`src/rtl/kbd_pkg.sv`:
```
// Shared constants for the keyboard FIFO: default sizes, status-bit offsets and
// the word returned by a read of an empty FIFO.
package kbd_pkg;

  localparam int unsigned DATA_W_DEF = 7;
  localparam int unsigned DEPTH_DEF  = 8;
  localparam int unsigned OUT_W_DEF  = 16;

  // Status bit offsets for the default bus width.
  localparam int unsigned VALID_BIT = OUT_W_DEF - 1;
  localparam int unsigned OVF_BIT   = OUT_W_DEF - 2;

  // A read that finds no key returns all zeros.
  localparam logic [OUT_W_DEF-1:0] EMPTY_READ = '0;

  // Status bit offsets for an arbitrary bus width.
  function automatic int unsigned valid_bit(int unsigned out_w);
    return out_w - 1;
  endfunction

  function automatic int unsigned ovf_bit(int unsigned out_w);
    return out_w - 2;
  endfunction

endpackage

```
`src/rtl/kbd_fifo_mem.sv`:
```
// DEPTH x DATA_W register array for the keyboard FIFO: synchronous write,
// asynchronous read. Contents are not reset.
module kbd_fifo_mem #(
  parameter int unsigned DATA_W = 7,
  parameter int unsigned DEPTH  = 8,
  parameter int unsigned AW     = $clog2(DEPTH)
) (
  input  logic              clk,
  input  logic              i_we,
  input  logic [AW-1:0]     i_waddr,
  input  logic [DATA_W-1:0] i_wdata,
  input  logic [AW-1:0]     i_raddr,
  output logic [DATA_W-1:0] o_rdata
);

  logic [DATA_W-1:0] r_mem [DEPTH];

  // Store the pushed key at the write address.
  always_ff @(posedge clk) begin
    if (i_we) begin
      r_mem[i_waddr] <= i_wdata;
    end
  end

  assign o_rdata = r_mem[i_raddr];

endmodule

```
`src/rtl/keyboard_fifo.sv`:
```
// Keyboard key FIFO: pushes a key code on each rising edge of the key strobe and
// returns keys on a registered bus word when out_en is high. A push into a full
// FIFO with no simultaneous pop is dropped and sets a sticky overflow flag.
// Optional build macro KEYBOARD_FIFO_STATUS_EN adds valid/overflow status bits
// to the top of every read word that returns data.
module keyboard_fifo
  import kbd_pkg::*;
#(
  parameter int unsigned DATA_W = DATA_W_DEF,
  parameter int unsigned DEPTH  = DEPTH_DEF,
  parameter int unsigned OUT_W  = OUT_W_DEF
) (
  input  logic              clk,
  input  logic              rst,
  input  logic [DATA_W:0]   in,
  input  logic              out_en,
  output logic [OUT_W-1:0]  out,
  output logic              empty,
  output logic              full,
  output logic              overflow
);

  localparam int unsigned AW = $clog2(DEPTH);
  localparam int unsigned CW = AW + 1;

  logic [AW-1:0]     r_wr_ptr;
  logic [AW-1:0]     r_rd_ptr;
  logic [CW-1:0]     r_count;
  logic              r_strobe_prev;
  logic              r_overflow;
  logic [OUT_W-1:0]  r_out;

  logic              w_push_req;
  logic              w_pop;
  logic              w_push;
  logic              w_drop;
  logic [CW-1:0]     w_count_d;
  logic [DATA_W-1:0] w_rd_data;
  logic [OUT_W-1:0]  w_read_word;

  assign empty    = (r_count == '0);
  assign full     = (r_count == CW'(DEPTH));
  assign overflow = r_overflow;
  assign out      = r_out;

  // A held strobe pushes once: only a 0->1 transition counts.
  assign w_push_req = in[DATA_W] & ~r_strobe_prev;
  assign w_pop      = out_en & ~empty;
  // A pop in the same cycle frees the slot, so a push into a full FIFO still lands.
  assign w_push     = w_push_req & (~full | w_pop);
  assign w_drop     = w_push_req & full & ~w_pop;

  kbd_fifo_mem #(
    .DATA_W (DATA_W),
    .DEPTH  (DEPTH),
    .AW     (AW)
  ) u_mem (
    .clk     (clk),
    .i_we    (w_push),
    .i_waddr (r_wr_ptr),
    .i_wdata (in[DATA_W-1:0]),
    .i_raddr (r_rd_ptr),
    .o_rdata (w_rd_data)
  );

  // Next occupancy from the push/pop combination.
  always_comb begin
    w_count_d = r_count;
    if (w_push && !w_pop) begin
      w_count_d = r_count + CW'(1);
    end else if (!w_push && w_pop) begin
      w_count_d = r_count - CW'(1);
    end
  end

`ifdef KEYBOARD_FIFO_STATUS_EN
  localparam int unsigned ValidBit = valid_bit(OUT_W);
  localparam int unsigned OvfBit   = ovf_bit(OUT_W);

  // Head code plus valid flag and the overflow flag as it stood before the pop.
  always_comb begin
    w_read_word                 = OUT_W'(EMPTY_READ);
    w_read_word[DATA_W-1:0]     = w_rd_data;
    w_read_word[ValidBit]       = 1'b1;
    w_read_word[OvfBit]         = r_overflow;
  end
`else
  // Head code, zero-extended to the bus width.
  always_comb begin
    w_read_word             = OUT_W'(EMPTY_READ);
    w_read_word[DATA_W-1:0] = w_rd_data;
  end
`endif

  // Pointers, count, strobe history, overflow flag and the registered read word.
  always_ff @(posedge clk) begin
    if (!rst) begin
      r_wr_ptr      <= '0;
      r_rd_ptr      <= '0;
      r_count       <= '0;
      r_strobe_prev <= 1'b0;
      r_overflow    <= 1'b0;
      r_out         <= '0;
    end else begin
      r_strobe_prev <= in[DATA_W];
      r_count       <= w_count_d;
      if (w_push) begin
        r_wr_ptr <= r_wr_ptr + AW'(1);
      end
      if (w_pop) begin
        r_rd_ptr <= r_rd_ptr + AW'(1);
      end
      // A fresh drop wins over the clear from a successful pop.
      if (w_drop) begin
        r_overflow <= 1'b1;
      end else if (w_pop) begin
        r_overflow <= 1'b0;
      end
      if (out_en) begin
        r_out <= w_pop ? w_read_word : OUT_W'(EMPTY_READ);
      end
    end
  end

endmodule
```
`config.mk`:
```
export PLATFORM = sky130hd
export DESIGN_NAME = keyboard_fifo
export DESIGN_NICKNAME = d
export VERILOG_FILES = /design/src/rtl/kbd_pkg.sv /design/src/rtl/kbd_fifo_mem.sv /design/src/rtl/keyboard_fifo.sv
export SDC_FILE = /design/constraint.sdc
export NUM_CORES = 1
export LEC_CHECK = 0
export ABC_CLOCK_PERIOD_IN_PS = 2400
export CORE_MARGIN = 1.5
export CORE_UTILIZATION = 51
export DETAILED_ROUTE_END_ITERATION = 12
export PLACE_DENSITY = 0.81
export SLEW_MARGIN = 15
export SYNTH_ARGS = -nofsm -noshare
export SYNTH_HDL_FRONTEND = slang
export SYNTH_SLANG_ARGS = --single-unit
```
`constraint.sdc`:
```
create_clock -name clk -period 2.4 [get_ports clk]
set_clock_uncertainty 0.1 [all_clocks]
set_input_delay 0.48 -clock clk [delete_from_list [all_inputs] [get_ports clk]]
set_output_delay 0.48 -clock clk [all_outputs]
set_load 0.01 [all_outputs]
```
==> metrics.txt, run 1 <==
status=finished, final reports clean; layout cells sized above 1=between 20% and 30%; max incr delay on CP=0.56 ns; mapped cell area=3180 sq um; via count=approximately 1900; hold path endpoint=out[5]$_SDFFE_PN0P_; CP Class=reg2reg; clock root cell=clkbuf_8; syn_area_per_cell=14.6 sq um; nets=285; Placer Congestion=0.797; Leak Pwr=1.36 nW; met3 wire length=369 um; post-route ant nets=0; CTS tree=yes; DR pass1 iterations=5; Finished Layout Cells=348; top cell type's share of synthesized area=52.9%; Distinct cells, synth=33; Slew Viols, Final=0; pin count of the biggest net entering global routing=29; Worst-Skew Late Latency=0.34 ns; vias in the first global route=1789; setup ws final=0.0826 ns; Chip Height=around 82 um; Worst Path Arrival=roughly 2.5 ns; placed cells=330; xor/xnor share of the synthesized area=1.65%; P&R area growth vs syn=20.7%; Post-Syn Instances=218; hold path startpoint=out[5]$_SDFFE_PN0P_; Num CTS Buffers=9; register area share after synthesis=66.7%; setup violators final=0; RR Startpoint=r_count[1]$_SDFFE_PN0P_; Max-Cap Viols=0; synth cell count leaders=56 x edfxtp_1, 31 x mux2i_1, 22 x dfxtp_1; core area=5960 sq um; CTS sink count=78; Ports=30; post-synthesis mux area share=9.76%; Post-synth top flop=edfxtp_1; DRT iter0 DRCs=111; Antenna Cells=0; Seq cells post-synth=78; wl on met1=2.48 mm; fmax=432 MHz; reg2reg end=r_count[2]$_SDFFE_PN0P_; Crit Path Max Fanout=4; Multi-input gate area=about 990 sq um; worst-case reg-to-reg path depth=11; most numerous cell on the critical path=nor2_1; IO Port Bufs=20; Crit-path slowest cell=or4b_4; CTS Buffer Depth=2; final hold vios=0; Slew @ Worst Pin=0.768 ns; GRT Overall Usage=a little under a fifth; CP endpoint kind=flip-flop; Post-synth EDFFs=56; met2 WL=2.88 mm; Slew Limit Headroom=48.6%; Post-Synth Adder-Cell Area=2.60%; Routed WL=5.83 mm; Via density=5.43; fraction of registers with async set/reset=0%; Worst EP required=2.54 ns; Worst Setup Start Kind=flip-flop; worst slack at placement=-0.220 ns; full die area=6720 sq um; Compound-Gate Fraction of Synth Area=between 8 and 9%; hold depth=1; Synth warnings=0; DRC=0; filler cell count=450; sequential standard cell area=2120 sq um; period utilisation layout=between 90% and 100%; initial antenna violation count=0; dpl hpwl=3.83 mm; wire per inst=16.8 um; H-tree depth=3; Simple-Gate Fraction of Synth Area=6.34%; most frequent cell after synthesis=edfxtp_1; CTS clk-pin slew, worst paths=0.07 ns; R2R setup slack=0.08 ns; DR top layer=met4; GRT overflow=0; largest family of logic cells by synthesized area=multiplexers; Final min period=2.32 ns; Die W=82.0 um; min-delay worst type=reg2reg; first-pass GRT wire length=8.78 mm; PD cells=roughly 940 nW/um^2; worst path buffer plus inverter count=3; Initial Utilization=approximately 53%; Rows=28; worst-path cell chain=or4b_4 -> o21ai_4 -> inv_2 -> ha_2 -> inv_4 -> ha_4 -> buf_4 -> xnor2_1 -> nor2_1 -> a21oi_1 -> nor2_1; Yosys top cell by area=edfxtp_1; Synth area leaders=edfxtp_1 53%, dfxtp_1 14%, mux2i_1 9.8%; maximum vdd ir drop=roughly 0.7 mV; Worst path top cell family by delay=simple AND/OR/NAND/NOR gates
-- through the flow --
| stage | utilization [%] | area, sq um | hold slack (ns) | total power (W) | setup TNS (ns) |
|---|---|---|---|---|---|
| after floorplan | - | 3230 | 0.390 | 0.00230 | 0 |
| after global placement | 60.7 | 3610 | 0.351 | 0.00261 | -0.316 |
| after detailed placement | 60.7 | 3610 | 0.365 | 0.00265 | -0.438 |
| after CTS | 64.0 | 3810 | 0.382 | 0.00359 | 0 |
| after global routing | 64.4 | 3840 | 0.402 | 0.00378 | -0.0393 |
| final | 64.4 | 3840 | 0.376 | 0.00360 | 0 |
-- cell usage in the layout (no fill, tap or decap), types with 2 or more instances in the layout --
master	n
edfxtp_1	56
mux2i_1	31
buf_4	28
nor2_1	20
dfxtp_1	20
clkdlybuf4s50_1	19
a22oi_1	14
clkbuf_8	10
conb_1	9
a32o_1	7
nand2_1	5
xor2_1	4
nor2b_1	3
nand3_1	3
nor4_1	3
inv_1	3
ha_1	3
nor3_1	2
nand2b_1	2
and2_1	2
xnor2_1	2
a21oi_1	2
clkinv_4	2
clkinv_2	2
dfxtp_2	2
-- logic make-up after synthesis --
logic type               Yosys count
multiplexers                      31
AND/OR/NAND/NOR                   42
flip-flops                        78
other                              1
adder cells (fa/ha/maj)            6
XOR/XNOR                           6
AO/OA/AOI/OAI                     32
buffers and inverters             22
-- power breakdown --
group | switching, W | internal, W | leakage, nW
sequential | 0.0000634 | 0.00157 | 0.688
clock | 0.000448 | 0.000505 | 0.104
combinational | 0.000520 | 0.000491 | 0.567
-- cell type report --
| type | count | share of cell area [%] |
|---|---|---|
| clock buffer | 10 | 3.59 |
| clock inverter | 6 | 1.60 |
| inverter | 5 | 0.554 |
| multi-input combinational | 126 | 25.8 |
| sequential | 78 | 55.4 |
| tap | 75 | 2.45 |
| timing repair buffer | 48 | 10.7 |
-- worst max-delay path by stage --
stage	startpoint	endpoint	slack, ns	depth (start not counted)
after global placement	in[7]	r_count[3]$_SDFFE_PN0P_	-0.18	11
final	r_count[1]$_SDFFE_PN0P_	r_count[2]$_SDFFE_PN0P_	0.08	11
after detailed placement	in[7]	r_count[3]$_SDFFE_PN0P_	-0.22	11
after floorplan	r_count[2]$_SDFFE_PN0P_	r_count[3]$_SDFFE_PN0P_	0.008	10
after global routing	r_count[1]$_SDFFE_PN0P_	r_count[2]$_SDFFE_PN0P_	-0.03	11
after CTS	r_count[2]$_SDFFE_PN0P_	r_count[3]$_SDFFE_PN0P_	0.03	10
-- flip-flops by register name, indices dropped and copies added (netlist names), named ones only --
| register | cells |
|---|---|
| r_rd_ptr | 3 |
| r_count | 4 |
| r_wr_ptr | 3 |
| r_strobe_prev | 1 |
| out | 7 |
| overflow | 1 |
| u_mem.r_mem | 56 |
-- per-layer routing --
layer / up-vias / track usage [%]
li1: 904 / -
met5: - / 0
met1: 903 / 23.7
met4: 0 / 7.12
met3: 10 / 6.44
met2: 71 / 30.4
-- timing repair --
item / CTS / global route
hold buffers: 0 / 0
setup buffers: 0 / 2
pin swaps: 0 / 3
gates resized for setup: 1 / 3
setup endpoints to repair: 1 / 2
No activity file was read; power rests on OpenSTA's default activity.
==> inputs of run 2 (changes only) <==
Settings changed: CORE_UTILIZATION 51 to 53, CTS_BUF_LIST set to sky130_fd_sc_hd__clkbuf_4 sky130_fd_sc_hd__clkbuf_8, PLACE_DENSITY 0.81 to 0.84.
==> run 2 against run 1 <==
  * Clock power decreased by 2.7%
  * Worst setup slack got worse by 0.012 ns
  * Hold slack got worse by 0.0064 ns
  * Final area decreased by 0.85%
  * Fmax decreased by 0.52%
  * Sequential share of layout area increased by 0.47 points
  * Count of clock-buffer cells in the layout decreased by 1
  * Via count decreased by 0.53%
  * Core utilization increased by 0.60 points
  * Critical path type is now reg2out
  * Highest routed layer unchanged
==> metrics.txt, run 2 (same netlist as run 1, synthesis figures left out) <==
GRT Overall Usage=19.8% (+0.89 points); Worst setup endpoint=full; Die W=80.5 um (-1.8%); R2R setup slack=0.11 ns (+0.03 ns); dpl hpwl=3.96 mm (+3.4%); Antenna Cells=0 (unchanged); status=finished, final reports clean; Reg power frac=45.6% (+0.2 points); Final min period=2.33 ns (+0.0121 ns); Via density=5.48 (+0.92%); Slew Limit Headroom=51.6% (+3.0 points); Chip Height=80.5 um (-1.8%); Comb pwr share=28.7% (+0.6 points); Worst-Skew Late Latency=0.34 ns (about the same); most frequent cells in the layout=56 x edfxtp_1, 31 x mux2i_1, 23 x buf_4; Ports=30 (unchanged); setup violators final=0 (unchanged); pin count of the biggest net entering global routing=29 (unchanged); GRT overflow=0 (unchanged); CTS Buffer Depth=2 (unchanged); reg2reg end=r_count[3]$_SDFFE_PN0P_; nets=280 (-1.8%); wire per inst=17.2 um (+2.7%); H-tree depth=3 (unchanged); Crit Path Max Fanout=4 (unchanged); most common cell after layout, fill and taps aside=edfxtp_1; Sw Ratio=29.2% (+0.53 points); Worst Path Arrival=1.75 ns (-0.71 ns); core area=5850 sq um (-1.8%); sw power=0.00105 W (+1.9%); Critical path origin=r_count[1]$_SDFFE_PN0P_; RR Startpoint=r_count[1]$_SDFFE_PN0P_; initial antenna violation count=0 (unchanged); Post-Place Cell Area=3580 sq um (-0.83%); register with the most flip-flops=u_mem.r_mem; min-delay worst type=reg2reg; via count=1878 (-0.53%); Placer Congestion=0.822 (+3.1%); Worst EP required=1.82 ns (-0.72 ns); Internal=0.00255 W (-0.70%); worst slack at placement=-0.244 ns (-0.0240 ns); first-pass GRT wire length=9.00 mm (+2.5%); Leak Pwr=1.33 nW (-2.4%); post-route ant nets=0 (unchanged); Stages on worst setup path=4 (-7); DRC=0 (unchanged); full die area=6470 sq um (-3.6%); Worst Setup Start Kind=flip-flop; DRT iter0 DRCs=134 (+21%); Design Power=0.00360 W (about the same); filler cell count=415 (-7.8%); Initial Utilization=54.3% (+0.96 points); period utilisation layout=97.1% (+0.50 points); max reg flops=56 (unchanged); fmax=429 MHz (-0.52%); Max-Cap Viols=0 (unchanged); post-route cell area=3800 sq um (-0.85%); maximum vdd ir drop=0.661 mV (-4.9%); CTS clk-pin slew, worst paths=0.07 ns (about the same); clock root cell=clkbuf_8; Util after Layout=65.0% (+0.60 points); vias in the first global route=1784 (-0.28%); worst-case reg-to-reg path depth=10 (-1); P&R area growth vs syn=19.6%; max incr delay on CP=0.56 ns (about the same); IO Port Bufs=20 (unchanged); RSZ-0062 raised after global routing=no; DR pass1 iterations=4 (-1); Crit-path slowest cell=or4b_4; Worst path top cell family by delay=simple AND/OR/NAND/NOR gates; setup ws final=0.0705 ns (-0.0121 ns); CP endpoint kind=output port; worst path buffer plus inverter count=3 (unchanged); Slew @ Worst Pin=0.723 ns (-0.0447 ns); layout cells sized above 1=19.0% (-1.5 points); CTS sink count=78 (unchanged); worst-path cell chain=or4b_4 -> buf_4 -> inv_1 -> dlygate4sd2_1; PD cells=946 nW/um^2 (+0.89%); Num CTS Buffers=9 (unchanged); Slew Viols, Final=0 (unchanged); Routed WL=5.90 mm (+1.2%); Rows=28 (unchanged); final hold vios=0 (unchanged); Clk pwr share=25.7% (-0.8 points); CP Class=reg2out; CTS tree=yes; Sum Neg Setup Slack=0 ns (unchanged)
[run 2: timing repair]
action                     4_1_cts  5_1_grt
pin swaps                        0        3
resized for setup                1        5
hold buffers                     0        0
setup buffers                    0        1
setup endpoints to repair        1        3
[run 2: final cells by class]
cell class / count / area [sq um] / area share (%)
clock inverter: 7 / 63.8 / 1.68
clock buffer: 9 / 124 / 3.26
multi-input combinational: 126 / 1000 / 26.4
timing repair buffer: 43 / 372 / 9.77
inverter: 5 / 21.3 / 0.559
tap: 75 / 93.8 / 2.47
sequential: 78 / 2120 / 55.9
[run 2: power by group through the flow]
stage               clock (W)  sequential, W  combinational [W]
detailed placement          0        0.00167           0.000988
global route          0.00101        0.00165            0.00112
global placement            0        0.00166           0.000947
finish               0.000926        0.00164            0.00103
floorplan                   0        0.00171           0.000593
CTS                  0.000948        0.00164           0.000987
[run 2: layer usage]
| metal | wire length [um] | track usage, % |
|---|---|---|
| met5 | 0 | 0 |
| met4 | 82 | 5.69 |
| met3 | 290 | 6.82 |
| met2 | 3150 | 34.5 |
| met1 | 2380 | 23.2 |
[run 2: worst reg2reg max path: cells and delay by family (launching register included)]
family | cells | cell delay, ns
compound gates | 4 | 0.53
fa+ha+maj | 2 | 0.38
buf+inv | 2 | 0.13
flops | 1 | 0.33
mux | 1 | 0.19
simple gates | 1 | 0.56
[run 2: worst min-delay path by stage]
stage | from | end | slack, ns | cells past startpoint
final | out[0]$_SDFFE_PN0P_ | out[0]$_SDFFE_PN0P_ | 0.37 | 1
after global routing | out[1]$_SDFFE_PN0P_ | out[1]$_SDFFE_PN0P_ | 0.38 | 1
after CTS | out[1]$_SDFFE_PN0P_ | out[1]$_SDFFE_PN0P_ | 0.37 | 1
after detailed placement | out[1]$_SDFFE_PN0P_ | out[1]$_SDFFE_PN0P_ | 0.36 | 1
after global placement | out[0]$_SDFFE_PN0P_ | out[0]$_SDFFE_PN0P_ | 0.35 | 1
after floorplan | r_rd_ptr[2]$_SDFFE_PN0N_ | flip-flop | 0.39 | 2
[run 2: per-stage QoR]
| step | hold slack, ns | instances |
|---|---|---|
| after floorplan | 0.390 | 226 |
| after global placement | 0.347 | 326 |
| after detailed placement | 0.356 | 326 |
| after CTS | 0.373 | 342 |
| after global routing | 0.382 | 343 |
| final | 0.370 | 343 |
